--- src/rtl/rf_wb_scheduler.sv ---
`default_nettype none
// ============================================================================
// rf_wb_scheduler : round-robin arbiter of two writeback requesters onto the
//                   single RegFile write port, plus a RAW/WAW issue scoreboard.
// Optional: RF_WB_BYPASS_EN releases source stalls in the commit cycle.
// Revision: 1.0
// ============================================================================
module rf_wb_scheduler #(
  parameter int DATA_W = 32,
  parameter int NREG   = 4,
  parameter int REG_W  = 2
) (
  input  logic              clk,
  input  logic              reset,
  input  logic              a_valid,
  output logic              a_ready,
  input  logic [REG_W-1:0]  a_reg,
  input  logic [DATA_W-1:0] a_data,
  input  logic              b_valid,
  output logic              b_ready,
  input  logic [REG_W-1:0]  b_reg,
  input  logic [DATA_W-1:0] b_data,
  input  logic              issue_valid,
  input  logic              issue_wr,
  input  logic [REG_W-1:0]  issue_rd,
  input  logic [REG_W-1:0]  issue_rs1,
  input  logic [REG_W-1:0]  issue_rs2,
  output logic              stall,
  output logic [NREG-1:0]   busy,
  output logic              RegWrite,
  output logic [REG_W-1:0]  WriteReg,
  output logic [DATA_W-1:0] WriteData
);

  typedef enum logic {
    GRANT_A = 1'b0,
    GRANT_B = 1'b1
  } grant_e;

  grant_e              last_grant_q, last_grant_d;
  logic                reg_write_q, reg_write_d;
  logic [REG_W-1:0]    write_reg_q, write_reg_d;
  logic [DATA_W-1:0]   write_data_q, write_data_d;
  logic [NREG-1:0]     busy_q, busy_d;
  logic                grant_a, grant_b;
  logic                rs1_hit, rs2_hit, rd_hit;

  // Gating by reset discards a commit that was captured just before reset rose.
  assign RegWrite  = reg_write_q & ~reset;
  assign WriteReg  = write_reg_q;
  assign WriteData = write_data_q;
  assign busy      = reset ? '0 : busy_q;
  assign a_ready   = grant_a;
  assign b_ready   = grant_b;

  always_comb begin
    grant_a = 1'b0;
    grant_b = 1'b0;
    if (!reset) begin
      if (a_valid && (!b_valid || last_grant_q == GRANT_B)) begin
        grant_a = 1'b1;
      end else if (b_valid) begin
        grant_b = 1'b1;
      end
    end
  end

  always_comb begin
    rs1_hit = busy[issue_rs1];
    rs2_hit = busy[issue_rs2];
    rd_hit  = issue_wr && busy[issue_rd];
`ifdef RF_WB_BYPASS_EN
    // RegFile writes on the falling edge, so a same-cycle commit feeds the read.
    if (RegWrite && WriteReg == issue_rs1) rs1_hit = 1'b0;
    if (RegWrite && WriteReg == issue_rs2) rs2_hit = 1'b0;
`endif
    stall = issue_valid && (rs1_hit || rs2_hit || rd_hit);
  end

  always_comb begin
    last_grant_d = last_grant_q;
    reg_write_d  = grant_a || grant_b;
    write_reg_d  = write_reg_q;
    write_data_d = write_data_q;
    if (grant_a) begin
      last_grant_d = GRANT_A;
      write_reg_d  = a_reg;
      write_data_d = a_data;
    end else if (grant_b) begin
      last_grant_d = GRANT_B;
      write_reg_d  = b_reg;
      write_data_d = b_data;
    end
  end

  // Set is applied after clear so a same-register set wins.
  always_comb begin
    busy_d = busy_q;
    if (RegWrite) busy_d[WriteReg] = 1'b0;
    if (issue_valid && issue_wr && !stall) busy_d[issue_rd] = 1'b1;
  end

  always_ff @(posedge clk) begin
    if (reset) begin
      last_grant_q <= GRANT_B;
      reg_write_q  <= 1'b0;
      write_reg_q  <= '0;
      write_data_q <= '0;
      busy_q       <= '0;
    end else begin
      last_grant_q <= last_grant_d;
      reg_write_q  <= reg_write_d;
      write_reg_q  <= write_reg_d;
      write_data_q <= write_data_d;
      busy_q       <= busy_d;
    end
  end

endmodule
`default_nettype wire

--- config.mk ---
export PLATFORM = sky130hd
export DESIGN_NAME = rf_wb_scheduler
export DESIGN_NICKNAME = d
export VERILOG_FILES = /design/src/rtl/rf_wb_scheduler.sv
export SDC_FILE = /design/constraint.sdc
export NUM_CORES = 1
export LEC_CHECK = 0
export CAP_MARGIN = 25
export CORE_MARGIN = 2
export CORE_UTILIZATION = 55
export CTS_CLUSTER_DIAMETER = 60
export DETAILED_ROUTE_END_ITERATION = 6
export DONT_BUFFER_PORTS = 1
export GPL_ROUTABILITY_DRIVEN = 0
export GPL_TIMING_DRIVEN = 0
export PLACE_DENSITY = 0.71
export SETUP_SLACK_MARGIN = 0.15
export SLEW_MARGIN = 40
export SYNTH_ARGS = -nofsm -noshare
export SYNTH_HDL_FRONTEND = slang
export SYNTH_SLANG_ARGS = --single-unit
--- constraint.sdc ---
create_clock -name clk -period 2.75 [get_ports clk]
set_clock_uncertainty 0.05 [all_clocks]
set_input_delay 0.55 -clock clk [delete_from_list [all_inputs] [get_ports clk]]
set_output_delay 0.55 -clock clk [all_outputs]
set_load 0.02 [all_outputs]
==> results.json <==
{
  "ys.flop_type": "dfxtp_1",
  "syn_to_final_growth_pct": 7.93,
  "numCtsBuffers": 5,
  "cts_setup_buffers": 0,
  "reg2reg_depth": 5,
  "postRouteAntennaNets": 0,
  "syn_inst": 217,
  "insertion_delay_ps": 340,
  "detail_route.wirelength_mm": 4.54,
  "synthXorXnorAreaFrac_pct": 0,
  "fmax_mhz": 410,
  "leakage_nw": 0.749,
  "grt_pass1_wl_mm": 6.76,
  "wl_per_cell_um": 16.9,
  "critPathCaptureType": "output pin",
  "setup_tns_ps": 0,
  "synth_edf_count": 0,
  "min_period_ps": 2440,
  "post-place-ws_ps": 321,
  "worst_pin_slew_ps": 544,
  "path_max_fanout": 5,
  "clk_pin_slew_ps": 110,
  "syn-num-nets": 297,
  "p_per_area_mw_per_mm2": 639,
  "status": "finished, final reports clean",
  "drv_slew": 0,
  "cts_root_buf": "clkbuf_4",
  "cp_cell_sequence": "nor2b_2 -> nor2_1 -> o21a_1 -> o21ai_2 -> and2_1",
  "viasPerCell": 6.14,
  "synth.distinct_cells": 29,
  "min_path_cells": 2,
  "cts_hold_buf": 0,
  "arrival_ps": 1840,
  "hold_path_class": "primary input to flip-flop",
  "antenna_found_initial": 0,
  "num_rows": 20,
  "die_area_mm2": 0.00378,
  "fin_ws_ps": 311,
  "synth_fa_ha_area_share_pct": 0,
  "port_buffers": 0,
  "synth_mux_area_share_pct": 2.21,
  "cts_tree": "yes",
  "hold_viol": 0,
  "yosysSeqAreaShare_pct": 44.1,
  "finalCritPeriodShare_pct": 88.7,
  "place_hpwl_mm": 3.49,
  "core_area_mm2": 0.00310,
  "setup-violations-final": 0,
  "diodes": 0,
  "crit_type": "flip-flop to output pin",
  "crit_cells": 5,
  "grt_overflow": 0,
  "grt_util_all_layers_pct": 24.5,
  "fin_hold_ws_ps": 296,
  "cpPeakStageDelay_ps": 360,
  "synthesis.area_mm2": 0.00182,
  "rsz0062_at_grt": "no",
  "route.vias.total": 1651,
  "drive_gt1_share_pct": 13.8,
  "synthSimpleGateAreaFrac_pct": 29.3,
  "synth.avg_cell_area_um2": 8.37,
  "htreeDepth": 2,
  "worstPathRequired_ps": 2150,
  "cts_num_sinks": 40,
  "max_cap_viol_count": 0,
  "synthArstFlopShare_pct": 0,
  "first_pass_iters": 4,
  "relSlewSlack_pct": 63.6,
  "crit_slowest_cell": "dfxtp_1",
  "start_util_pct": 58.5,
  "synth-compound-area-share_pct": 18.8,
  "fp.dieW_um": 61.5,
  "ys_ff_latch": 40,
  "critPathLaunchType": "flip-flop",
  "clk_path_buf_depth": 2,
  "nets": 304,
  "synth_top_family_by_area": "simple AND/OR/NAND/NOR gates",
  "cp_top_family": "simple AND/OR/NAND/NOR gates",
  "path_buf_inv": 0,
  "drt-initial-drc-count": 95,
  "grt_pass1_vias": 1520,
  "drcViolationCount": 0,
  "ioPinCount": 122,
  "yosysWarnings": 0,
  "die_height_um": 61.5,
  "ir_drop_uv": 418,
  "grt_max_degree": 13
}
layout make-up:
class / instances / area, um^2
fillers: 304 / 1140
multi-input cells: 158 / 926
flip-flops and latches: 40 / 801
plain buffers: 16 / 90.1
well taps: 44 / 55.1
clock buffers: 6 / 41.3
clock inverters: 2 / 35.0
inverters: 3 / 11.3
path summary, 6_finish.rpt:
path	startpoint	endpoint	slack, ps
worst max-delay path	busy_q[0]$_SDFF_PP0_	stall	310
worst min-delay path	b_valid	last_grant_q$_SDFFE_PP1P_	300
worst max register to register	busy_q[0]$_SDFF_PP0_	busy_q[3]$_SDFF_PP0_	1270
worst min register to register	last_grant_q$_SDFFE_PP1P_	last_grant_q$_SDFFE_PP1P_	490
metrics by stage:
stage / power (W) / util, % / std cells / area [um^2]
6_report: 0.00125 / 63.1 / 269 / 1960
5_1_grt: 0.00132 / 63.1 / 269 / 1960
4_1_cts: 0.00126 / 63.0 / 269 / 1950
3_5_place_dp: 0.000889 / 60.3 / 261 / 1870
3_3_place_gp: 0.000879 / 60.3 / 261 / 1870
2_1_floorplan: 0.000851 / - / 217 / 1820
cell usage after synthesis, drive strengths merged, types with 2 or more instances:
master,number,area (um^2)
a311oi,13,114
buf,16,90.1
dfxtp,40,801
inv,3,11.3
mux2i,4,40.0
nand2,31,116
nand2b,4,25.0
nand3b,2,40.0
nor2,35,131
nor2b,5,31.3
nor3,23,120
nor3b,2,15.0
o21ai,9,48.8
o22ai,21,131
o41ai,2,32.5
placed cells by master, fill, tap and decap left out, drive strengths merged, types with 2 or more instances in the layout:
cell type  count
o21ai          9
nand2b         4
nor3          23
nand3b         2
nor2b          5
inv            3
a311oi        13
o22ai         21
mux2i          4
nand2         31
nor2          35
dfxtp         40
buf           16
clkbuf         6
o41ai          2
nor3b          2
sequential cells by signal, indices dropped and copies added (netlist names):
name and count:
busy_q 4, last_grant_q 1, reg_write_q 1, WriteReg 2
WriteData 32
worst reg2reg max path, delay by kind of cell (launching register included):
family,cells,cell delay (ps)
AO/OA/AOI/OAI,3,560
flip-flops,1,360
AND/OR/NAND/NOR,2,420
kinds of logic (layout without fill, tap and decap cells):
group,count (synthesis),after routing
and+or+nand+nor,107,107
AOI/OAI and AO/OA,47,47
DFF,40,40
buffers and inverters,19,27
muxes,4,4
repair_timing:
action / in CTS / in global routing
pin swaps: 0 / 0
gates resized for setup: 3 / 1
setup endpoints to repair: 1 / 1
power breakdown:
group | internal, W | switching [W] | leakage (nW) | total (W)
registers | 0.000628 | 0.0000864 | 0.331 | 0.000714
logic | 0.0000659 | 0.0000953 | 0.376 | 0.000161
clock network | 0.000191 | 0.000186 | 0.0422 | 0.000376
total | 0.000884 | 0.000368 | 0.749 | 0.00125
per-layer routing:
| metal | wire [um] | GRT usage (%) |
|---|---|---|
| met2 | 2270 | 43.2 |
| met5 | 0 | 0 |
| met3 | 456 | 8.40 |
| met1 | 1770 | 26.6 |
| met4 | 38 | 10.9 |
Note: power is estimated with default switching activity, not from simulation.
